$ cat src/rtl/fol_pkg.sv
// Shared defaults and helpers for the time-multiplexed first-order low-pass filter.
package fol_pkg;

    localparam int N_CH_DEF    = 4;
    localparam int W_IN_DEF    = 16;
    localparam int W_OUT_DEF   = 32;
    localparam int N_SHIFT_DEF = 15;
    localparam int W_COEF_DEF  = 16;
    localparam int A_INIT_DEF  = 10000;

    function automatic int ch_width(input int n_ch);
        return (n_ch > 1) ? $clog2(n_ch) : 1;
    endfunction

    function automatic logic ch_legal(input logic [31:0] ch, input int n_ch);
        return ch < 32'(n_ch);
    endfunction

    // Signed saturation of a wide intermediate to a w-bit two's complement range.
    function automatic logic signed [127:0] sat(input logic signed [127:0] v, input int w);
        logic signed [127:0] hi;
        logic signed [127:0] lo;
        hi = (128'sd1 <<< (w - 1)) - 128'sd1;
        lo = -hi - 128'sd1;
        if (v > hi) return hi;
        if (v < lo) return lo;
        return v;
    endfunction

endpackage

$ cat src/rtl/fol_mac_sat.sv
// One filter step: state + (coef * (target - state)) >>> N_SHIFT, saturated to W_OUT.
module fol_mac_sat
    import fol_pkg::*;
#(
    parameter int W_OUT   = W_OUT_DEF,
    parameter int W_COEF  = W_COEF_DEF,
    parameter int N_SHIFT = N_SHIFT_DEF
) (
    input  logic signed [W_OUT-1:0]  target,
    input  logic signed [W_OUT-1:0]  state,
    input  logic        [W_COEF-1:0] coef,
    output logic signed [W_OUT-1:0]  result
);

    localparam int WP = W_OUT + W_COEF + 2;

    logic signed [W_OUT:0]  diff;
    logic signed [WP-1:0]   prod;
    logic signed [WP-1:0]   step;
    logic signed [WP-1:0]   sum;

    // Coefficient is unsigned, so it gets a zero sign bit before the signed multiply.
    always_comb begin
        diff   = (W_OUT + 1)'(target) - (W_OUT + 1)'(state);
        prod   = WP'($signed({1'b0, coef})) * WP'(diff);
        step   = prod >>> N_SHIFT;
        sum    = step + WP'(state);
        result = W_OUT'(sat(128'(sum), W_OUT));
    end

endmodule

$ cat src/rtl/fol_filter_mc.sv
// Multi-channel first-order low-pass filter: one sample per cycle, result two cycles later,
// per-channel state and coefficient registers.
module fol_filter_mc
    import fol_pkg::*;
#(
    parameter int  N_CH    = N_CH_DEF,
    parameter int  W_IN    = W_IN_DEF,
    parameter int  W_OUT   = W_OUT_DEF,
    parameter int  N_SHIFT = N_SHIFT_DEF,
    parameter int  W_COEF  = W_COEF_DEF,
    parameter int  A_INIT  = A_INIT_DEF,
    localparam int CW      = ch_width(N_CH)
) (
    input  logic                    i_clkp,
    input  logic                    i_rstn,
    input  logic                    i_valid,
    input  logic        [CW-1:0]    i_ch,
    input  logic signed [W_IN-1:0]  i_filter,
    input  logic                    i_bypass,
    input  logic                    i_coef_we,
    input  logic        [CW-1:0]    i_coef_ch,
    input  logic        [W_COEF-1:0] i_coef,
    output logic                    o_valid,
    output logic        [CW-1:0]    o_ch,
    output logic signed [W_OUT-1:0] o_filter,
    output logic                    o_err
);

    localparam int                F        = W_OUT - W_IN;
    localparam logic [63:0]       UNITY    = 64'd1 << N_SHIFT;
    localparam logic [63:0]       A_RST64  = (64'(A_INIT) < UNITY) ? 64'(A_INIT) : UNITY;
    localparam logic [W_COEF-1:0] COEF_MAX = W_COEF'(UNITY);
    localparam logic [W_COEF-1:0] COEF_RST = W_COEF'(A_RST64);

    logic signed [W_OUT-1:0]  state_q [N_CH];
    logic        [W_COEF-1:0] coef_q  [N_CH];

    logic                     sample_ok;
    logic                     wr_ok;
    logic        [W_COEF-1:0] wr_coef;
    logic        [W_COEF-1:0] eff_coef;

    logic                     s1_valid;
    logic                     s1_err;
    logic        [CW-1:0]     s1_ch;
    logic signed [W_IN-1:0]   s1_x;
    logic                     s1_byp;
    logic        [W_COEF-1:0] s1_coef;
    logic signed [W_OUT-1:0]  s1_xsh;
    logic signed [W_OUT-1:0]  s1_state;
    logic signed [W_OUT-1:0]  s1_mac;
    logic signed [W_OUT-1:0]  s1_next;

    logic                     s2_valid;
    logic                     s2_err;
    logic        [CW-1:0]     s2_ch;
    logic signed [W_OUT-1:0]  s2_res;

    // A same-cycle write to the sample's own channel takes effect for that sample.
    always_comb begin
        sample_ok = i_valid && ch_legal(32'(i_ch), N_CH);
        wr_ok     = i_coef_we && ch_legal(32'(i_coef_ch), N_CH);
        wr_coef   = (64'(i_coef) > UNITY) ? COEF_MAX : i_coef;
        eff_coef  = (wr_ok && (i_coef_ch == i_ch)) ? wr_coef : coef_q[i_ch];
    end

    always_ff @(posedge i_clkp) begin
        if (!i_rstn) begin
            for (int c = 0; c < N_CH; c++) coef_q[c] <= COEF_RST;
        end else if (wr_ok) begin
            coef_q[i_coef_ch] <= wr_coef;
        end
    end

    // The whole update happens in one stage, so the next sample on a channel already sees
    // the written-back state and back-to-back samples need no extra bypass path.
    always_comb begin
        s1_xsh   = $signed({s1_x, {F{1'b0}}});
        s1_state = state_q[s1_ch];
        s1_next  = s1_byp ? s1_xsh : s1_mac;
    end

    fol_mac_sat #(
        .W_OUT   (W_OUT),
        .W_COEF  (W_COEF),
        .N_SHIFT (N_SHIFT)
    ) u_mac (
        .target (s1_xsh),
        .state  (s1_state),
        .coef   (s1_coef),
        .result (s1_mac)
    );

    always_ff @(posedge i_clkp) begin
        if (!i_rstn) begin
            for (int c = 0; c < N_CH; c++) state_q[c] <= '0;
        end else if (s1_valid) begin
            state_q[s1_ch] <= s1_next;
        end
    end

    always_ff @(posedge i_clkp) begin
        if (!i_rstn) begin
            s1_valid <= 1'b0;
            s1_err   <= 1'b0;
            s1_ch    <= '0;
            s1_x     <= '0;
            s1_byp   <= 1'b0;
            s1_coef  <= '0;
            s2_valid <= 1'b0;
            s2_err   <= 1'b0;
            s2_ch    <= '0;
            s2_res   <= '0;
            o_valid  <= 1'b0;
            o_err    <= 1'b0;
            o_ch     <= '0;
            o_filter <= '0;
        end else begin
            s1_valid <= sample_ok;
            s1_err   <= i_valid && !sample_ok;
            if (sample_ok) begin
                s1_ch   <= i_ch;
                s1_x    <= i_filter;
                s1_byp  <= i_bypass;
                s1_coef <= eff_coef;
            end
            s2_valid <= s1_valid;
            s2_err   <= s1_err;
            if (s1_valid) begin
                s2_ch  <= s1_ch;
                s2_res <= s1_next;
            end
            o_valid <= s2_valid;
            o_err   <= s2_err || (i_coef_we && !wr_ok);
            if (s2_valid) begin
                o_ch     <= s2_ch;
                o_filter <= s2_res;
            end
        end
    end

endmodule

$ cat config.mk
export PLATFORM = sky130hd
export DESIGN_NAME = fol_filter_mc
export DESIGN_NICKNAME = d
export VERILOG_FILES = /design/src/rtl/fol_pkg.sv /design/src/rtl/fol_mac_sat.sv /design/src/rtl/fol_filter_mc.sv
export SDC_FILE = /design/constraint.sdc
export NUM_CORES = 2
export LEC_CHECK = 0
export BUFFER_PORTS_ARGS = -buffer_cell sky130_fd_sc_hd__clkbuf_2
export CAP_MARGIN = 20
export CORE_MARGIN = 5
export CORE_UTILIZATION = 50
export CTS_CLUSTER_DIAMETER = 40
export CTS_CLUSTER_SIZE = 24
export DETAILED_ROUTE_END_ITERATION = 8
export GPL_TIMING_DRIVEN = 0
export PLACE_DENSITY_LB_ADDON = 0.05
export REMOVE_ABC_BUFFERS = 1
export SLEW_MARGIN = 20
export SYNTH_ARGS = -nofsm -noshare
export SYNTH_HDL_FRONTEND = slang
export SYNTH_SLANG_ARGS = --single-unit
$ cat constraint.sdc
create_clock -name i_clkp -period 22.7 [get_ports i_clkp]
set_input_delay 4.54 -clock i_clkp [delete_from_list [all_inputs] [get_ports i_clkp]]
set_output_delay 4.54 -clock i_clkp [all_outputs]
set_load 0.03 [all_outputs]
; ---- After elaboration in Yosys (flattened, before gate mapping)
; Memory sizes are Yosys's and may differ from the RTL's. A register that Yosys moved wholly into a read port is not among the register bits.
; Index checks and enable logic that the tools add are counted.
[totals]
elab_cells = 45
input_bits = 41
romBits = 0
memories = 2
reg_bits = 90
ramBits = 192
latch_bits = 0
[classes]
n_mul = 1
n_bitwise = 0
n_eq_ne = 0
n_reduce_logical = 3
n_shift = 0
add_sub_neg = 2
div = 0
n_mux = 24
magnitude_cmp = 3
[memory_table]
columns = memory, words, word_bits, read_ports, rd_clocked_by_memory_dff, write_ports, line
row1 = state_q, 4, 32, 1, 1, 4, fol_filter_mc.sv:35  ; logic signed [W_OUT-1:0] state_q [N_CH];
row2 = coef_q, 4, 16, 1, 1, 4, fol_filter_mc.sv:36  ; logic [W_COEF-1:0] coef_q [N_CH];
[ops]
columns = cell, count
row1 = 32-bit two-way mux, 6
row2 = 17-bit by 33-bit multiplier with 50-bit output, 1
row3 = 35-bit by 32-bit adder with 36-bit output, 1
row4 = "36-bit by 32-bit > comparator with 1-bit output, second input constant", 1
row5 = "36-bit by 32-bit less-than comparator with 1-bit output, second input constant", 1
row6 = 32-bit by 32-bit subtractor with 33-bit output, 1
row7 = 16-bit two-way mux, 2
row8 = 32-bit OR reduction, 1
row9 = "16-bit > comparator, second input constant", 1
row10 = 16-bit OR reduction, 1
row11 = 1-bit two-way mux, 12
row12 = 2-bit two-way mux, 4
row13 = 1-bit zero test, 1

; ---- Depth between registers and ports, before layout
[depth]
ltp_word = 10
mapped_depth = 53

; ---- Modules after synthesis
; From an unflattened synthesis, not the netlist that was laid out.
[hier_totals]
cells_unflattened = 3755
area_unflattened_um2 = 35551.6
[by_module_without_submodules]
columns = mod, n_inst, area_per_inst_um2, cells_per_inst
row1 = fol_mac_sat, 1, 23407.4, 2816
row2 = fol_filter_mc, 1, 12144.1, 939

; ---- Worst setup path after synthesis
; Ideal clock, no wire load.
[synth_timing]
path_kind = reg-to-reg
start = register (tool-made name)
end = memory state_q[0][30] (netlist bit) (data pin)
t_required_ps = 22425
arrival_ps = 11481
path_buffers = 7
stages_incl_launch_ff = 52
period_less_slack_ps = 11756
slack_ps = 10944
path_cell_list = dfxtp_1 buf_6 buf_12 buf_4 buf_1 mux4_2 inv_1 ha_1 a21oi_1 nor2b_1 nor2_1 o22ai_1 o32a_4 a2111oi_2 o21ai_1 a21oi_1 xnor2_2 buf_6 [16 not listed] o21ai_0 a21oi_1 a221oi_1 o21bai_1 a21oi_1 xnor2_1 ha_1 clkbuf_1 nand2_1 nor3_1 nor2b_1 mux2_2 a31oi_1 nand2_1 a21o_1 buf_2 a221oi_1 nor2_1
[synth_rtl]
columns = item, line
row1 = to (decl), fol_filter_mc.sv:35

==> run metrics <==
# setup viols final 0; GRT Overall Usage 25.3%; TritonCTS Sinks 300; Placer Congestion 0.867; initial antenna violation count 0; Via density 5.49; Die W 270 um; Crit Path Max Fanout 32; fin area 36500 um^2; CTS Hold Bufs 0; vias in the first global route 25.7k; Mapped Area 33800 um^2; clk_lat worst skew 0.56 ns; skew final 0.0227 ns; #FFs+latches synth 300; 1st-pass router iterations 7; f_max 68.0 MHz; core box area 67000 um^2; CTS root buf clkbuf_16; busiest grt layer met2; CTS clk-pin slew, worst paths 0.08 ns; Worst Tran Pin Value 1.14 ns; Req. time, crit path 23.05 ns; nets 4211; FF-to-FF path depth 37; Clock Path Buffers 3; DRC viols 0; Max-Slew Margin vs Limit 23.6%; status finished, final reports clean; Mapped Avg Cell Area 9.60 um^2; Placed Instance Area 35600 um^2; Max Slew Vio Count 0; Final HPWL DP 70.6 mm; share of cells above drive strength 1 8.38%; die height 270 um; cell with the most instances after synthesis inv_1; distinct cell type count after synthesis 81; final wirelength 90.9 mm; global-route wire length before repair 146 mm; CP Capture Type flop; Post-synth top cells inv_1, nand2_1, fa_1, and2_1, edfxtp_1; WP data arrival 15.05 ns; Most used DFF post-synth edfxtp_1; Hold Vio Cnt, Final 0; Via Count 24.1k; Buffers on Ports 75; Slowest-stage cell, CP mux4_1; DR WL/cell 20.7 um; WHS Path Cells 2; Antenna Cells 0; fin crit period 14.70 ns; met2 Use GR 41.2%; Tcrit/Tclk final 64.7%; RSZ-0062 raised after global routing false; Initial DRC Count 1563; global route total overflow 0; number of flops mapped to enable cells by yosys 192; Final TNS setup 0 ns; async set-reset flop share out of synthesis 0%; top cells by area, synth fa_1, edfxtp_1, inv_1; num ports 77; Fill cells 6181; Post-Synthesis Cells 3518; TritonCTS clock tree built; M1 GR Usage 37.1%; largest net degree at the start of global routing 89; Row Count 95; Seq/Total Area, Yosys 23.5%; H-tree levels 1; crit start category flop; met3 usage 2.94%; cts bufs inserted 26; post-route ant nets 0; post-CTS setup buffer count 0; critical path's largest stage delay 1.06 ns; Layout area overhead 8.16%; post-CTS sizing 0; Die ar. 72800 um^2; Setup CP Type reg -> reg; post-synth top area share 29.4%; CP most frequent cell fa_1; cell taking the most area after synthesis fa_1; MaxCap Viol Count 0; Tightest Hold Check Type reg -> reg; Initial Utilization 50.4%; Yosys Warn Count 0
layer usage:
layer,vias to the layer above,wire [um]
met1,12300,41400
li1,11100,-
met5,-,0
met4,0,2040
met2,662,42300
met3,111,5170
area by class of cell:
type | count | area (um^2) | area share, %
Clock buffer | 26 | 651 | 1.78
Sequential cell | 300 | 7950 | 21.8
Inverter | 668 | 2510 | 6.87
Tap cell | 873 | 1090 | 2.99
Clock inverter | 22 | 267 | 0.730
Timing Repair Buffer | 123 | 1200 | 3.29
Multi-Input combinational cell | 2383 | 22800 | 62.6
path summary, 6_finish.rpt:
kind,start,to,slack (ns)
worst min register to register,s2_res[29],s2_res[29],0.45
worst max-delay path,flop,state_q[1][5],8.00
worst max register to register,flop,state_q[1][5],8.00
worst min-delay path,s2_res[29],s2_res[29],0.45
sequential cells by signal, summed over array words and instances (netlist names), named ones only:
register / count
s2_valid: 1
s1_x: 16
s2_res: 32
state_q: 128
o_filter: 32
s1_coef: 16
s2_ch: 2
coef_q: 64
o_valid: 1
o_ch: 2
s1_byp: 1
s1_valid: 1
s1_ch: 2
layout by cell type (no fill, tap or decap), types with 8 or more instances in the layout:
cell       synthesis  routed
nor2b_1           74      73
o211a_1           16      16
xor2_1            38      32
ha_1             173     173
o21bai_1          11      11
nand2b_1          16      16
o211ai_1          31      31
and2_1           214     214
dfxtp_2            0      18
xor2_2             2       8
buf_6              4      16
nor3_1            39      39
nand4_1           16      16
dfxtp_1          108      89
a21oi_1           98      96
buf_12             1      16
a21o_1            44      44
nand3_1           32      32
inv_1            667     667
o21ai_0          114     112
edfxtp_1         192     192
clkbuf_2           0      73
clkbuf_16          0      26
buf_8              0       8
nand2_1          528     524
o31ai_1            9       9
mux4_2            44      44
a221oi_1          10      10
fa_1             495     495
a31oi_1           12      12
mux2i_1           67      67
xnor2_2            4      20
nor2_1           119     119
and3_1            11      11
xnor2_1           65      49
worst max-delay path, delay by kind of cell, from the launching register on:
family	cells	cell delay, ns
compound gates	10	3.83
xor+xnor	2	1.08
fa+ha+maj	8	3.71
buf+inv	4	0.23
flops	1	0.79
mux	1	1.06
simple gates	12	3.68
cell families (layout without fill, tap and decap cells):
logic type,Yosys count,after routing,share of synthesized area (%)
AOI/OAI and AO/OA,396,396,7.52
xor gates and xnor gates,109,109,2.96
other,1,1,0.0111
buffers and inverters,835,839,9.50
adders and majority gates,672,672,35.9
and+or+nand+nor,1089,1089,15.4
muxes,116,116,5.27
DFF,300,300,23.5
metrics by stage:
| step | hold WS, ns | worst slack [ns] | utilization, % | instances |
|---|---|---|---|---|
| 2_1_floorplan | 0.422 | 9.51 | - | 3351 |
| 3_3_place_gp | 0.438 | 4.28 | 51.5 | 4299 |
| 3_5_place_dp | 0.437 | 8.17 | 53.1 | 4347 |
| 4_1_cts | 0.453 | 8.08 | 54.5 | 4395 |
| 5_1_grt | 0.470 | 7.26 | 54.5 | 4395 |
| 6_report | 0.450 | 8.00 | 54.5 | 4395 |
Power is left out: the tool's default activity adds up to more than one toggle a clock period on the data nets, which glitch-free logic cannot reach.
